$ cat src/rtl/lcd_spi_rx.sv
`default_nettype none
// ============================================================================
// Module      : lcd_spi_rx
// Description : Oversampling receiver for an ST7735-style 4-wire LCD SPI link.
//               Decodes command/parameter bytes, tracks the CASET/RASET
//               address window and emits one strobe per RGB565 pixel written
//               during RAMWR, tagged with its column and row.
//               Optional feature macro: LCD_RX_MADCTL_EN (MADCTL MV bit,
//               row-first address advance).
// Revision    : 1.0 - initial release
// ============================================================================
module lcd_spi_rx #(
   parameter int WIDTH  = 160,
   parameter int HEIGHT = 80
) (
   input  logic        clk,
   input  logic        reset,
   input  logic        spi_clk,
   input  logic        spi_mosi,
   input  logic        spi_dc,
   input  logic        spi_cs,
   output logic        cmd_valid,
   output logic [7:0]  cmd_code,
   output logic        pix_valid,
   output logic [7:0]  pix_x,
   output logic [7:0]  pix_y,
   output logic [15:0] pix_data,
   output logic        frame_done,
   output logic        in_ramwr
);

`ifdef LCD_RX_MADCTL_EN
   localparam logic MADCTL_EN = 1'b1;
`else
   localparam logic MADCTL_EN = 1'b0;
`endif

   localparam logic [7:0] XE_DEF = 8'(WIDTH - 1);
   localparam logic [7:0] YE_DEF = 8'(HEIGHT - 1);

   localparam logic [7:0] CMD_SWRESET = 8'h01;
   localparam logic [7:0] CMD_CASET   = 8'h2A;
   localparam logic [7:0] CMD_RASET   = 8'h2B;
   localparam logic [7:0] CMD_RAMWR   = 8'h2C;
   localparam logic [7:0] CMD_MADCTL  = 8'h36;

   typedef enum logic [2:0] {
      S_IDLE   = 3'd0,
      S_PARAM  = 3'd1,
      S_PIX_HI = 3'd2,
      S_PIX_LO = 3'd3,
      S_IGNORE = 3'd4
   } state_t;

   typedef enum logic [1:0] {
      T_CASET  = 2'd0,
      T_RASET  = 2'd1,
      T_MADCTL = 2'd2
   } target_t;

   // ------------------------------------------------------------------------
   // Input synchronizers and byte shifter
   // ------------------------------------------------------------------------
   logic       sclk_meta_q, sclk_sync_q, sclk_prev_q;
   logic       mosi_meta_q, mosi_sync_q;
   logic       dc_meta_q,   dc_sync_q;
   logic       cs_meta_q,   cs_sync_q;
   logic [6:0] shift_q;
   logic [2:0] bitcnt_q;

   logic       w_sclk_rise;
   logic       w_shift_en;
   logic       w_byte_stb;
   logic [7:0] w_byte;
   logic       w_byte_dc;

   // Two-flop synchronizers; clock and CS come out of reset at their idle
   // (high) level so releasing reset never looks like a rising edge.
   always_ff @(posedge clk or posedge reset) begin
      if (reset) begin
         sclk_meta_q <= 1'b1;
         sclk_sync_q <= 1'b1;
         sclk_prev_q <= 1'b1;
         mosi_meta_q <= 1'b0;
         mosi_sync_q <= 1'b0;
         dc_meta_q   <= 1'b0;
         dc_sync_q   <= 1'b0;
         cs_meta_q   <= 1'b1;
         cs_sync_q   <= 1'b1;
      end else begin
         sclk_meta_q <= spi_clk;
         sclk_sync_q <= sclk_meta_q;
         sclk_prev_q <= sclk_sync_q;
         mosi_meta_q <= spi_mosi;
         mosi_sync_q <= mosi_meta_q;
         dc_meta_q   <= spi_dc;
         dc_sync_q   <= dc_meta_q;
         cs_meta_q   <= spi_cs;
         cs_sync_q   <= cs_meta_q;
      end
   end

   assign w_sclk_rise = sclk_sync_q & ~sclk_prev_q;
   assign w_shift_en  = w_sclk_rise & ~cs_sync_q;
   // The 8th bit completes the byte combinationally so the decoder can
   // register its strobes one cycle after the synchronized edge.
   assign w_byte_stb  = w_shift_en & (bitcnt_q == 3'd7);
   assign w_byte      = {shift_q, mosi_sync_q};
   assign w_byte_dc   = dc_sync_q;

   // Shift MOSI on each selected rising edge; CS high discards a partial byte.
   always_ff @(posedge clk or posedge reset) begin
      if (reset) begin
         shift_q  <= 7'd0;
         bitcnt_q <= 3'd0;
      end else if (cs_sync_q) begin
         bitcnt_q <= 3'd0;
      end else if (w_shift_en) begin
         shift_q  <= {shift_q[5:0], mosi_sync_q};
         bitcnt_q <= bitcnt_q + 3'd1;
      end
   end

   // ------------------------------------------------------------------------
   // Command decoder, window registers and address pointer
   // ------------------------------------------------------------------------
   state_t     state_q, state_d;
   target_t    tgt_q, tgt_d;
   logic [1:0] idx_q, idx_d;
   logic [7:0] pstart_q, pstart_d;
   logic [7:0] xs_q, xs_d, xe_q, xe_d;
   logic [7:0] ys_q, ys_d, ye_q, ye_d;
   logic [7:0] cur_x_q, cur_x_d, cur_y_q, cur_y_d;
   logic [7:0] pix_hi_q, pix_hi_d;
   logic       mv_q, mv_d;

   logic        cmd_valid_q, cmd_valid_d;
   logic [7:0]  cmd_code_q, cmd_code_d;
   logic        pix_valid_q, pix_valid_d;
   logic [7:0]  pix_x_q, pix_x_d, pix_y_q, pix_y_d;
   logic [15:0] pix_data_q, pix_data_d;
   logic        frame_done_q, frame_done_d;

   logic [7:0] w_adv_x, w_adv_y;
   logic       w_adv_frame;

   // Next pointer position; start acts as the wrap target and only an exact
   // match with end wraps, so a start > end window still behaves defined.
   always_comb begin
      w_adv_x     = cur_x_q;
      w_adv_y     = cur_y_q;
      w_adv_frame = 1'b0;
      if (!mv_q) begin
         if (cur_x_q == xe_q) begin
            w_adv_x = xs_q;
            if (cur_y_q == ye_q) begin
               w_adv_y     = ys_q;
               w_adv_frame = 1'b1;
            end else begin
               w_adv_y = cur_y_q + 8'd1;
            end
         end else begin
            w_adv_x = cur_x_q + 8'd1;
         end
      end else begin
         if (cur_y_q == ye_q) begin
            w_adv_y = ys_q;
            if (cur_x_q == xe_q) begin
               w_adv_x     = xs_q;
               w_adv_frame = 1'b1;
            end else begin
               w_adv_x = cur_x_q + 8'd1;
            end
         end else begin
            w_adv_y = cur_y_q + 8'd1;
         end
      end
   end

   // Decoder next-state: commands restart from any state, data bytes are
   // interpreted according to the current state.
   always_comb begin
      state_d      = state_q;
      tgt_d        = tgt_q;
      idx_d        = idx_q;
      pstart_d     = pstart_q;
      xs_d         = xs_q;
      xe_d         = xe_q;
      ys_d         = ys_q;
      ye_d         = ye_q;
      cur_x_d      = cur_x_q;
      cur_y_d      = cur_y_q;
      pix_hi_d     = pix_hi_q;
      mv_d         = mv_q;
      cmd_valid_d  = 1'b0;
      cmd_code_d   = cmd_code_q;
      pix_valid_d  = 1'b0;
      pix_x_d      = pix_x_q;
      pix_y_d      = pix_y_q;
      pix_data_d   = pix_data_q;
      frame_done_d = 1'b0;

      if (w_byte_stb) begin
         if (!w_byte_dc) begin
            cmd_valid_d = 1'b1;
            cmd_code_d  = w_byte;
            idx_d       = 2'd0;
            if (w_byte == CMD_CASET) begin
               state_d = S_PARAM;
               tgt_d   = T_CASET;
            end else if (w_byte == CMD_RASET) begin
               state_d = S_PARAM;
               tgt_d   = T_RASET;
            end else if (w_byte == CMD_RAMWR) begin
               state_d = S_PIX_HI;
               cur_x_d = xs_q;
               cur_y_d = ys_q;
            end else if (w_byte == CMD_SWRESET) begin
               state_d = S_IDLE;
               xs_d    = 8'd0;
               xe_d    = XE_DEF;
               ys_d    = 8'd0;
               ye_d    = YE_DEF;
            end else if (MADCTL_EN && (w_byte == CMD_MADCTL)) begin
               state_d = S_PARAM;
               tgt_d   = T_MADCTL;
            end else begin
               state_d = S_IGNORE;
            end
         end else begin
            case (state_q)
               S_PARAM: begin
                  if (tgt_q == T_MADCTL) begin
                     mv_d    = w_byte[5];
                     state_d = S_IDLE;
                  end else begin
                     idx_d = idx_q + 2'd1;
                     // High bytes (idx 0 and 2) are dropped: coordinates are 8-bit.
                     if (idx_q == 2'd1) begin
                        pstart_d = w_byte;
                     end else if (idx_q == 2'd3) begin
                        state_d = S_IDLE;
                        if (tgt_q == T_CASET) begin
                           xs_d = pstart_q;
                           xe_d = w_byte;
                        end else begin
                           ys_d = pstart_q;
                           ye_d = w_byte;
                        end
                     end
                  end
               end
               S_PIX_HI: begin
                  pix_hi_d = w_byte;
                  state_d  = S_PIX_LO;
               end
               S_PIX_LO: begin
                  pix_valid_d  = 1'b1;
                  pix_x_d      = cur_x_q;
                  pix_y_d      = cur_y_q;
                  pix_data_d   = {pix_hi_q, w_byte};
                  frame_done_d = w_adv_frame;
                  cur_x_d      = w_adv_x;
                  cur_y_d      = w_adv_y;
                  state_d      = S_PIX_HI;
               end
               default: begin
                  state_d = state_q;
               end
            endcase
         end
      end
   end

   // Decoder state, window, pointer and registered outputs.
   always_ff @(posedge clk or posedge reset) begin
      if (reset) begin
         state_q      <= S_IDLE;
         tgt_q        <= T_CASET;
         idx_q        <= 2'd0;
         pstart_q     <= 8'd0;
         xs_q         <= 8'd0;
         xe_q         <= XE_DEF;
         ys_q         <= 8'd0;
         ye_q         <= YE_DEF;
         cur_x_q      <= 8'd0;
         cur_y_q      <= 8'd0;
         pix_hi_q     <= 8'd0;
         mv_q         <= 1'b0;
         cmd_valid_q  <= 1'b0;
         cmd_code_q   <= 8'd0;
         pix_valid_q  <= 1'b0;
         pix_x_q      <= 8'd0;
         pix_y_q      <= 8'd0;
         pix_data_q   <= 16'd0;
         frame_done_q <= 1'b0;
      end else begin
         state_q      <= state_d;
         tgt_q        <= tgt_d;
         idx_q        <= idx_d;
         pstart_q     <= pstart_d;
         xs_q         <= xs_d;
         xe_q         <= xe_d;
         ys_q         <= ys_d;
         ye_q         <= ye_d;
         cur_x_q      <= cur_x_d;
         cur_y_q      <= cur_y_d;
         pix_hi_q     <= pix_hi_d;
         mv_q         <= mv_d;
         cmd_valid_q  <= cmd_valid_d;
         cmd_code_q   <= cmd_code_d;
         pix_valid_q  <= pix_valid_d;
         pix_x_q      <= pix_x_d;
         pix_y_q      <= pix_y_d;
         pix_data_q   <= pix_data_d;
         frame_done_q <= frame_done_d;
      end
   end

   assign cmd_valid  = cmd_valid_q;
   assign cmd_code   = cmd_code_q;
   assign pix_valid  = pix_valid_q;
   assign pix_x      = pix_x_q;
   assign pix_y      = pix_y_q;
   assign pix_data   = pix_data_q;
   assign frame_done = frame_done_q;
   assign in_ramwr   = (state_q == S_PIX_HI) || (state_q == S_PIX_LO);

endmodule
`default_nettype wire

$ cat config.mk
export PLATFORM = sky130hd
export DESIGN_NAME = lcd_spi_rx
export DESIGN_NICKNAME = d
export VERILOG_FILES = /design/src/rtl/lcd_spi_rx.sv
export SDC_FILE = /design/constraint.sdc
export NUM_CORES = 1
export LEC_CHECK = 0
export BUFFER_PORTS_ARGS = -buffer_cell sky130_fd_sc_hd__buf_2
export CAP_MARGIN = 20
export CORE_AREA = 5 5 121 123
export DETAILED_ROUTE_END_ITERATION = 7
export DIE_AREA = 0 0 126 128
export GPL_TIMING_DRIVEN = 0
export PLACE_DENSITY = 0.65
export SLEW_MARGIN = 40
export SYNTH_ARGS = -nofsm -noshare
export SYNTH_HDL_FRONTEND = slang
export SYNTH_SLANG_ARGS = --single-unit
$ cat constraint.sdc
create_clock -name clk -period 9.4 [get_ports clk]
set_clock_uncertainty 0.05 [all_clocks]
set_input_delay 2.82 -clock clk [delete_from_list [all_inputs] [get_ports clk]]
set_output_delay 2.82 -clock clk [all_outputs]
set_load 0.02 [all_outputs]
* After elaboration in Yosys (flattened, before gate mapping)
Index checks and enable logic that the tools add are counted.
** Storage, ports and cells
- Register bits :: 134
- Output and inout port bits :: 44
- Logic and storage cells :: 169
** Operators by class
- $add $sub $neg :: 4
- Equal/unequal tests :: 28
- Muxes and demuxes :: 81
- Bitwise gates (word level) :: 7
- Reductions and logical operators :: 19
** Operators by type and width (count)
- 8-bit 2-to-1 mux :: 52
- 3-bit 2-to-1 mux :: 10
- 8-bit by 6-bit equality test with 1-bit output, second input constant :: 3
- 10-bit AND reduction :: 2
- 8-bit by 1-bit adder with 8-bit output, second input constant :: 2
- 8-bit equality test :: 2
- 1-bit 2-to-1 mux :: 13
- 2-bit != test, second input constant :: 6
- 3-bit AND reduction :: 4
- 6-bit AND reduction :: 2
- 2-bit 2-to-1 mux :: 5
- 3-bit case mux with 3 select lines :: 1
- 8-bit by 1-bit equality test with 1-bit output, second input constant :: 1
- 2-bit by 1-bit != test with 1-bit output, second input constant :: 4
- 4-bit != test, second input constant :: 2
- 4-bit AND reduction :: 2
- 2-bit nonzero test :: 4
- 3-bit by 2-bit equality test with 1-bit output, second input constant :: 2
- 5-bit AND reduction :: 1
- 2-bit equality test, second input constant :: 2
- 4-bit by 1-bit != test with 1-bit output, second input constant :: 1
- 1-bit NOT :: 4
- 2-bit AND reduction :: 2
- 3-bit by 1-bit adder with 3-bit output, second input constant :: 1
- other kinds (9) :: 11

* Longest topological paths before layout
- Word-level depth :: 7
- Gate-level depth with buffers :: 7
- Depth with buffers taken out :: 7

* Worst setup path after synthesis
No wires, ideal clock.
- Kind :: flip-flop to output port
- Start :: reg state_q[2]
- End :: out in_ramwr
- Arrival time :: 0.825 ns
- Data required time :: 6.530 ns
- Slack :: 5.705 ns
- Cell stages (with the launch flop) :: 2
- Path through :: dfrtp_1 nor2b_1
** Between the ends
- Word-level cells in the longest chain between the ends :: 2
- Elaborated cells on any way between the ends :: 3
- Classes of those cells :: eq/ne: 2; reduce/logical: 1
** RTL lines
- start: declaration :: RTL line 127 : state_t state_q, state_d;
- start signal: assignment :: RTL line 298 : state_q <= state_d;
- 3-bit by 2-bit equality test with 1-bit output :: RTL line 327 : assign in_ramwr = (state_q == S_PIX_HI) || (state_q == S_PIX_LO);
- 1-bit logical OR (*) :: RTL line 327
- end: declaration :: RTL line 29 : output logic in_ramwr
Mark *: on every way between the ends. The rest lies on a longest branch, timed or not.

* Worst setup path after layout
- Start :: reg state_q[1]
- End :: out in_ramwr
Same word-level chain as after synthesis.

==> results by group <==
Clocking
  – # Post-CTS Setup Buffers: 0
  – Clock buffer depth: 2
  – Total CTS buffers: 17
  – Clock root cell: clkbuf_16
  – CTS tree: built
  – Clock Latency Late Sink: 0.42 ns
  – Cts repair resizes: 0
  – Worst-path clk slew: 0.06 ns
  – Post-CTS Hold Fix Bufs: 0
  – H-tree levels: 4
  – # clock sinks: 132

Critical path
  – Crit path buf inv count: 1
  – CP max-delay cell: dfrtp_1
  – Startpoint Class: flip-flop
  – CP Max Fanout: 5
  – Crit path largest cell delay: 0.39 ns
  – Critical Path Sink Type: primary output
  – Critical path cell sequence: nor2b_1 -> buf_2
  – Crit path max-delay family: flip-flops
  – WS Path Type: reg -> out
  – Crit path required time: 6.53 ns
  – Arrival @ worst endpoint: 1.42 ns

Synthesis
  – Post-synthesis sequential area ratio: 0.5639
  – Synth top area share: 0.4926
  – Post-synthesis async set-or-reset flop share: 1.000
  – Net Count, Synth: 464
  – Most frequent cell after synthesis: dfrtp_1
  – Post-Synthesis Cells: 452
  – Post-synth EDFFs: 0
  – Seq cells post-synth: 132
  – Area leader, netlist: dfrtp_1
  – Mapped cell area: 0.005893 mm2
  – Synth area leaders: dfrtp_1 (49%), mux2_2 (18%), dfstp_2 (7.1%), mux2i_1 (3.4%), xnor2_1 (2.4%)
  – Synth Flop Type: dfrtp_1
  – Most frequent cells after synthesis: dfrtp_1 (116), mux2_2 (93), inv_1 (22), nand2_1 (21), mux2i_1 (20)
  – Ys Warns: 0
  – Distinct cell type count after synthesis: 52
  – Post-Syn Area per Cell: 13.04 um2

Die
  – I/O pin total: 50
  – Die area: 0.01613 mm2
  – Starting Density: 0.4347
  – Cell row count: 43
  – Die Y: 128 um
  – Core Region: 0.01356 mm2
  – Die W: 126 um

Power
  – Peak VDD IR: 0.1094 mV
  – Power per cell area: 186.6 mW/mm2
  – Leak pwr: 3.423 nW
  – Total power: 0.001295 W

Route
  – Avg WL per Cell: 17.69 um
  – Final ANT Viol Nets: 0
  – Final WL: 12.63 mm
  – DR iter-0 viols: 372
  – Vias per inst: 5.409
  – DRT Pass-1 Iters: 4
  – Drt drc: 0
  – Routed vias: 3862

STA
  – Final Max Tran Viols: 0
  – Headroom to the max-slew limit: 0.5363
  – Peak Freq: 233.1 MHz
  – Fin crit share: 0.4564
  – Count of final hold-check violations: 0
  – Final setup vio count: 0
  – Setup TNS: 0 ns
  – Setup WS post-layout: 5.110 ns
  – Final min period: 4.290 ns
  – Least-Margin Pin Slew: 0.6883 ns
  – RSZ-0062 raised after global routing: no

Place
  – GP Congestion: 0.8489
  – Placed Cells: 682
  – Post-DP HPWL: 8.790 mm
  – Place WS: 5.581 ns
  – PortBufs: 49

GRT
  – Gr usage total: 0.1657
  – Initial antenna violation count: 0
  – Vias in the first global route: 3936
  – First-pass GRT wire length: 21.13 mm
  – Largest net degree at the start of global routing: 80
  – Overflow after GRT: 0

Cells and area
  – Multi-input gate area: 0.002382 mm2
  – Fin cells: 714
  – Reg area: 0.003323 mm2
  – ANT cells: 0
  – Net count of the finished layout: 533
  – Layout filler cell count: 1195
  – Syn-to-layout area delta: 17.73%
  – Share of layout cells above drive strength 1: 0.3914

Min path
  – Worst Hold Class: reg -> reg

Run status
  – Status: finished clean

Job
  – Max_cap viols: 0
## registers in the layout, indices dropped and copies added, names as in the netlist, 2 cells and up
signal	count
pix_data	16
cmd_code	8
cur_x_q	8
cur_y_q	8
pix_hi_q	8
pix_x	8
pix_y	8
pstart_q	8
xe_q	8
xs_q	8
ye_q	8
ys_q	8
shift_q	7
bitcnt_q	3
state_q	3
idx_q	2
## per-stage QoR
step / hold WS (ns) / util / area [um2]
after detailed placement: 0.2863 / 0.4719 / 6399
after floorplan: 0.2812 / - / 5893
after CTS: 0.2997 / 0.5117 / 6938
after global routing: 0.3071 / 0.5117 / 6938
final: 0.2986 / 0.5117 / 6938
after global placement: 0.2822 / 0.4694 / 6364
## worst paths after layout
path | from | endpoint | slack (ns) | depth (start not counted)
worst min register to register | dc_meta_q$_DFF_PP0_ | dc_sync_q$_DFF_PP0_ | 0.30 | 0
max in group asynchronous | reset | ye_q[3]$_DFFE_PP1P_ | 6.18 | 3
worst max register to register | sclk_sync_q$_DFF_PP1_ | pix_data[11]$_DFFE_PP0P_ | 6.75 | 5
min in group asynchronous | reset | cmd_code[0]$_DFFE_PP0P_ | 2.42 | 2
worst min-delay path | dc_meta_q$_DFF_PP0_ | dc_sync_q$_DFF_PP0_ | 0.30 | 0
worst max-delay path | state_q[1]$_DFFE_PP0P_ | in_ramwr | 5.11 | 2
## cell families (layout without fill, tap and decap cells)
| logic type | after synthesis | in the layout | synth area share |
|---|---|---|---|
| AO/OA/AOI/OAI | 56 | 56 | 0.06773 |
| flip-flops | 132 | 132 | 0.5639 |
| XOR/XNOR | 17 | 17 | 0.02526 |
| multiplexers | 114 | 114 | 0.2136 |
| buffers and inverters | 40 | 122 | 0.03185 |
| adder cells (fa/ha/maj) | 6 | 6 | 0.01274 |
| AND/OR/NAND/NOR | 87 | 87 | 0.08493 |
## layout make-up
class | instances | area share
Clock inverter | 11 | 0.01280
Buffer | 18 | 0.01515
Clock buffer | 21 | 0.06492
Inverter | 22 | 0.01298
Sequential cell | 132 | 0.4790
Multi-Input combinational cell | 280 | 0.3434
Tap cell | 180 | 0.03246
Timing Repair Buffer | 50 | 0.03931
## cells in the final DEF (no fill, tap or decap), types with 6 or more instances in the layout
cell type	count
clkbuf_16	17
mux2i_1	20
nand2_1	21
nor2_1	9
inv_1	21
dfrtp_1	116
nand2b_1	9
mux2_2	93
a21oi_1	7
a22oi_1	11
o21ai_0	12
clkbuf_1	9
xnor2_1	16
and3_1	10
nand4_1	6
and2_1	11
dfstp_2	16
o2111ai_1	7
buf_2	55
clkinv_2	7
ha_1	6
## power breakdown
part / total (W) / internal (W) / switching [W]
combinational: 0.0000812 / 0.0000325 / 0.0000487
clock: 0.000601 / 0.000367 / 0.000234
sequential: 0.000613 / 0.000584 / 0.0000287
## per-layer routing
| metal | vias up | routed length [um] | GRT usage |
|---|---|---|---|
| li1 | 1764 | - | - |
| met1 | 1961 | 5851 | 0.2268 |
| met2 | 118 | 5937 | 0.2551 |
| met3 | 19 | 664 | 0.04500 |
| met4 | 0 | 180 | 0.05994 |
| met5 | - | 0 | 0 |
(Power assumes the default switching activity.)
